$ cat src/rtl/fetch_unit.sv
// RV32I instruction fetch front end: owns the PC, fetches words over a req/ack
// handshake and holds each instruction for decode behind a valid/ready handshake.
module fetch_unit #(
   parameter int               WIDTH    = 32,
   parameter logic [WIDTH-1:0] RESET_PC = '0
) (
   input  logic             clk,
   input  logic             rst,
   input  logic             PC_MUX_sel,
   input  logic [WIDTH-1:0] branch_target,
   output logic             imem_req,
   output logic [WIDTH-1:0] imem_addr,
   input  logic             imem_ack,
   input  logic [WIDTH-1:0] imem_rdata,
   output logic [WIDTH-1:0] instr,
   output logic [6:0]       opcode,
   output logic [WIDTH-1:0] instr_pc,
   output logic             instr_valid,
   input  logic             instr_ready
);

   typedef enum logic [1:0] {IDLE, REQ, HOLD} state_t;

   localparam logic [WIDTH-1:0] ALIGN_MASK = {{(WIDTH-2){1'b1}}, 2'b00};

   state_t           state;
   logic [WIDTH-1:0] pc;
   logic [WIDTH-1:0] req_addr;
   logic             kill;
   logic [WIDTH-1:0] tgt;

   // Misaligned targets are silently word-aligned; no trap is raised.
   assign tgt       = branch_target & ALIGN_MASK;
   assign imem_addr = req_addr;
   assign opcode    = instr[6:0];

   always_ff @(posedge clk or negedge rst) begin
      if (!rst) begin
         state       <= IDLE;
         pc          <= RESET_PC;
         req_addr    <= RESET_PC;
         kill        <= 1'b0;
         imem_req    <= 1'b0;
         instr       <= '0;
         instr_pc    <= '0;
         instr_valid <= 1'b0;
      end else begin
         case (state)
            IDLE: begin
               state    <= REQ;
               imem_req <= 1'b1;
               if (PC_MUX_sel) begin
                  pc       <= tgt;
                  req_addr <= tgt;
               end else begin
                  req_addr <= pc;
               end
            end
            REQ: begin
               if (imem_ack) begin
                  if (kill || PC_MUX_sel) begin
                     // Stale word: drop it and re-request straight at the target.
                     pc       <= PC_MUX_sel ? tgt : pc;
                     req_addr <= PC_MUX_sel ? tgt : pc;
                     kill     <= 1'b0;
                  end else begin
                     instr       <= imem_rdata;
                     instr_pc    <= req_addr;
                     pc          <= req_addr + WIDTH'(4);
                     instr_valid <= 1'b1;
                     imem_req    <= 1'b0;
                     state       <= HOLD;
                  end
               end else if (PC_MUX_sel) begin
                  // Address bus must stay put until the outstanding ack arrives.
                  pc   <= tgt;
                  kill <= 1'b1;
               end
            end
            HOLD: begin
               if (PC_MUX_sel) begin
                  pc          <= tgt;
                  req_addr    <= tgt;
                  instr_valid <= 1'b0;
                  imem_req    <= 1'b1;
                  state       <= REQ;
               end else if (instr_ready) begin
                  req_addr    <= pc;
                  instr_valid <= 1'b0;
                  imem_req    <= 1'b1;
                  state       <= REQ;
               end
            end
            default: state <= IDLE;
         endcase
      end
   end

endmodule

$ cat config.mk
export PLATFORM = sky130hd
export DESIGN_NAME = fetch_unit
export DESIGN_NICKNAME = d
export VERILOG_FILES = /design/src/rtl/fetch_unit.sv
export SDC_FILE = /design/constraint.sdc
export NUM_CORES = 1
export LEC_CHECK = 0
export BUFFER_PORTS_ARGS = -buffer_cell sky130_fd_sc_hd__buf_2
export CAP_MARGIN = 20
export CORE_ASPECT_RATIO = 2
export CORE_UTILIZATION = 24
export DETAILED_ROUTE_END_ITERATION = 8
export HOLD_SLACK_MARGIN = 0.02
export PLACE_DENSITY = 0.51
export SLEW_MARGIN = 20
export SYNTH_ARGS = -nofsm -noshare
export SYNTH_HDL_FRONTEND = slang
export SYNTH_SLANG_ARGS = --single-unit
$ cat constraint.sdc
create_clock -name clk -period 3.4 [get_ports clk]
set_input_delay 0.68 -clock clk [delete_from_list [all_inputs] [get_ports clk]]
set_output_delay 0.68 -clock clk [all_outputs]
set_load 0.02 [all_outputs]
=== Word-level counts from Yosys, hierarchy flattened ===
Cells that the tools add are included.

* Memory bits (writable): 0
* Bits of input ports: 69
* Logic and storage cells: 57
* Output and inout bits: 105
* Register bits: 133
* Latch bits: 0
* Memories kept: 0
* Bits in read-only memories: 0

* Equality and inequality tests: 7
* Shifts and indexed selects: 0
* Mux-type cells: 27
* Div/mod/pow operators: 0
* Multiply operators: 0
* Reductions and logical operators: 13
* Bitwise gates (word level): 1
* $add $sub $neg: 1
* Magnitude comparators: 0

{| class="wikitable"
|+ Operators with widths
! cell !! number
|-
| $mux 32 || 7
|-
| $pmux 32 s3 || 1
|-
| $pmux 32 s2 || 1
|-
| $add 32x3->32 const B || 1
|-
| $reduce_and 4->1 || 3
|-
| $mux 1 || 11
|-
| $reduce_and 3->1 || 3
|-
| $mux 2 || 4
|-
| $ne 2x2->1 const B || 3
|-
| $pmux 2 s3 || 1
|-
| $reduce_bool 2->1 || 3
|-
| $ne 3x3->1 const B || 1
|-
| $pmux 1 s3 || 1
|-
| $reduce_bool 3->1 || 1
|-
| $eq 2x1->1 const B || 1
|-
| $eq 2x2->1 const B || 1
|-
| $logic_not 2->1 || 1
|-
| $ne 2x1->1 const B || 1
|-
| $pmux 1 s2 || 1
|-
| $reduce_or 2->1 || 1
|-
| $logic_or 1x1->1 || 1
|-
| $not 1->1 || 1
|}

=== Logic depth before layout (Yosys ltp) ===
* Depth after elaboration: 4
* Gate-level depth with buffers: 8
* Depth with buffers taken out: 6

=== Worst setup path before layout ===
No wires, ideal clock.

* Path kind: input -> register
* From: in PC_MUX_sel
* To: reg req_addr[10] (netlist: imem_addr[10])
* Buffers on the path: 3
* Library setup time: 137 ps
* Cell stages on the path: 5
* Arrival: 1,940 ps
* Slack: 1,323 ps
* Data required time: 3,263 ps
* Path through: clkbuf_1 > buf_1 > buf_1 > mux2i_1 > a21oi_1

* Cells in the longest elaborated chain, start to end: 4
* Elaborated cells on any way between the ends: 9
* Classes of those cells: eq/ne: 2; mux: 5; reduce/logical: 2

{| class="wikitable"
|+ RTL lines
! element !! line !! text
|-
| from (decl) || 9 || <nowiki>input logic PC_MUX_sel,</nowiki>
|-
| $mux 32 || n/a ||
|-
| $mux 32 || 61 || <nowiki>if (kill || PC_MUX_sel) begin</nowiki>
|-
| $mux 32 || 60 || <nowiki>if (imem_ack) begin</nowiki>
|-
| $pmux 32 s3 || 48 || <nowiki>case (state)</nowiki>
|-
| to (signal assigned) || 54 || <nowiki>req_addr <= tgt;</nowiki>
|-
| to (signal assigned) || 56 || <nowiki>req_addr <= pc;</nowiki>
|-
| to (signal assigned) || 64 || <nowiki>req_addr <= PC_MUX_sel ? tgt : pc;</nowiki>
|-
| to (decl) || 28 || <nowiki>logic [WIDTH-1:0] req_addr;</nowiki>
|}

Parallel ways exist; a longest one is shown, timed or not. The select of a mux whose other input is x is not followed.
A chain may end at the register's enable or synchronous reset.

=== Worst setup path in the final report ===
* From: reg req_addr[2] (netlist: imem_addr[2])
* To: reg pc[28]

* Cells in the longest elaborated chain, start to end: 4

{| class="wikitable"
|+ RTL lines
! element !! line !! text
|-
| $add 32x3->32 || 69 || <nowiki>pc <= req_addr + WIDTH'(4);</nowiki>
|-
| $mux 32 || 61 ||
|-
| $mux 32 || 60 ||
|-
| $pmux 32 s2 || 48 ||
|-
| to (signal assigned) || 53 || <nowiki>pc <= tgt;</nowiki>
|-
| to (signal assigned) || 63 || <nowiki>pc <= PC_MUX_sel ? tgt : pc;</nowiki>
|-
| to (signal assigned) || 69 ||
|-
| to (decl) || 27 || <nowiki>logic [WIDTH-1:0] pc;</nowiki>
|}

No other way between the ends.

==> flow_metrics.tcl <==
set metrics [dict create \
    cts_buffers 17 \
    reg2reg_depth 6 \
    synth_warnings 0 \
    required_ps 3740 \
    criticalPathCategory "flip-flop to flip-flop" \
    synth_top_area_share_pct 54.7 \
    layout.nets 882 \
    multi_input_area_um2 2520 \
    clk_latency_ps 430 \
    ir_drop_mv 0.288 \
    p_per_area_nw_per_um2 978 \
    cts_root_buf "clkbuf_16" \
    grt_pass1_vias 5196 \
    die_area_um2 26000 \
    placed_cell_area_um2 7280 \
    p_leak_nw 3.80 \
    synth_area_per_cell_um2 9.24 \
    hold_viol 0 \
    ys_seq_elements 133 \
    synth_area_leader_cell "dfrtp_1" \
    core.rowCount 82 \
    place.gp.congestion 0.712 \
    synth_area_um2 6080 \
    period_share_pct 70.2 \
    cts_tree "yes" \
    portBuffers 171 \
    yosys-top-cells-area "dfrtp_1 55%, nand2_1 13%, mux2i_1 5.1%, a21oi_1 5.0%, o22ai_1 2.4%" \
    vias 5148 \
    drc 0 \
    viasPerCell 4.43 \
    max_stage_delay_ps 620 \
    yosysSeqAreaShare_pct 54.7 \
    htreeDepth 4 \
    grt_pass1_wl_mm 28.2 \
    syn_inst 658 \
    finalSetupViolations 0 \
    worstMarginPinSlew_ps 987 \
    dieWidth_um 115 \
    holdBufCountCts 0 \
    cts_setup_buffers 0 \
    critPathArrivalTime_ps 2720 \
    antenna_found_initial 2 \
    maxCapViolCount 0 \
    post-synth-top-count-cell "nand2_1" \
    final_layout_size_suffix_gt1_share_pct 27.9 \
    synthesis.nets 728 \
    slew_headroom_pct 33.5 \
    grt_overflow 0 \
    fin_util_pct 31.7 \
    grt_setup_unrepaired "false" \
    synth_flop_cell "dfrtp_1" \
    first_pass_iters 4 \
    clockBufferDepth 2 \
    hpwl_mm 12.8 \
    drt_iter0_drc 217 \
    synth_common_cells "209 x nand2_1, 133 x dfrtp_1, 61 x a21oi_1" \
    start_util_pct 24.4 \
    placed_cells 1129 \
    max_freq_mhz 419 \
    hold_path.class "primary input to asynchronous set/reset pin" \
    area_delta_synth_final_pct 30.1 \
    postLayoutCellArea_um2 7910 \
    async_flop_share_pct 100 \
    ctsResizeCount 0 \
    worstPathMaxFanout 8 \
    ff2ff_setup_slack_ps 1010 \
    r2r_start "imem_addr[2]" \
    cts.sinks 133 \
    r2r_end "pc[28]" \
    grt_usage_pct 14.5 \
    pin_count 174 \
    ant_nets 0 \
    wl_per_cell_um 15.6 \
    crit_chain "ha_1 > nand4_1 > nor4_4 > nand3_1 > xor2_1 > a221oi_1" \
    clkSlewWorstSetupHoldPaths_ps 60 \
    core_um2 24900 \
    critPathLaunch "imem_addr[2]" \
    status "finished, final reports clean" \
    totalWireLength_mm 18.2 \
    finalClockSkew_ps 9.62 \
    slowest_stage "nor4_4" \
    endpoint "pc[28]" \
    synth.distinct_cells 43 \
    critPathLaunchType "flip-flop" \
    finalMaxSlewViolations 0 \
    seq_area_um2 3330 \
    min_period_ps 2390 \
    instances_no_fill 1163 \
    die_y_um 227 \
    fin_tns_setup_ps 0 \
    fillers 2662 \
    grt_max_degree 75 \
    endpoint_kind "flip-flop" \
    synth-edff-count 0 \
]
[flip-flops by register name, summed over array words and instances, names as in the netlist]
name,cells
instr,32
pc,32
instr_pc,32
imem_addr,32
instr_valid,1
kill,1
imem_req,1
state,2
[how the worst min path moves through the flow]
stage                     slack (ps)            to         from
after floorplan                  380  imem_addr[0]          rst
after global placement           450     instr[30]    instr[30]
after detailed placement         460   instr_pc[3]  instr_pc[3]
after CTS                        220  instr_pc[10]          rst
after global routing             240     instr[26]          rst
final                            210  instr_pc[10]          rst
[report_power, final]
part           switching (mW)  leakage (nW)  internal, mW  total, mW
Sequential              0.671          1.57          2.24       2.91
Clock                   0.726         0.291          1.24       1.97
Combinational            1.86          1.94          1.00       2.86
[final cells by class]
type	instances	share of cell area, %
Multi-Input combinational cell	468	31.8
Clock buffer	19	5.60
Inverter	8	0.380
Antenna cell	2	0.0633
Timing Repair Buffer	184	12.4
Clock inverter	13	2.29
Sequential cell	133	42.1
Tap cell	336	5.31
[cell families (layout without fill, tap and decap cells)]
| group | Yosys count | in the layout | synth area share, % |
|---|---|---|---|
| simple gates | 291 | 291 | 21.0 |
| flops | 133 | 133 | 54.7 |
| compound gates | 119 | 119 | 11.1 |
| buf+inv | 57 | 224 | 4.20 |
| mux | 31 | 31 | 5.10 |
| xor+xnor | 26 | 26 | 3.74 |
| fa+ha+maj | 1 | 1 | 0.206 |
| other cells | 0 | 2 | 0 |
[routing by layer]
layer / GRT usage (%) / vias up / part of all wire [%]
met1: 15.3 / 2492 / 39
met2: 26.7 / 119 / 56
met5: 0 / - / 0
met4: 6.58 / 0 / 1.8
li1: - / 2516 / -
met3: 3.51 / 21 / 3.9
[metrics by stage]
stage | setup slack, ps | total power, mW | hold slack, ps
after floorplan | 1320 | 4.73 | 384
after global placement | 705 | 5.79 | 454
after detailed placement | 684 | 5.84 | 458
after CTS | 971 | 7.86 | 225
after global routing | 788 | 8.24 | 236
final | 1010 | 7.74 | 210
[worst max-delay path: cells and delay by family, from the launching register on]
kind | cells | cell delay, ps
flip-flops | 1 | 520
XOR/XNOR | 1 | 180
AO/OA/AOI/OAI | 1 | 280
AND/OR/NAND/NOR | 3 | 1000
adder cells (fa/ha/maj) | 1 | 290
[cell usage in the layout, fill, tap and decap left out, types with 8 or more instances in the layout]
| cell | count |
|---|---|
| a21oi_1 | 60 |
| buf_2 | 170 |
| buf_4 | 11 |
| clkbuf_16 | 17 |
| dfrtp_1 | 133 |
| inv_1 | 8 |
| mux2i_1 | 31 |
| nand2_1 | 208 |
| nand3_1 | 15 |
| nor2_1 | 35 |
| o21ai_0 | 18 |
| o22ai_1 | 23 |
| xnor2_1 | 11 |
| xor2_1 | 15 |
Power figures use the tool's default switching activity.
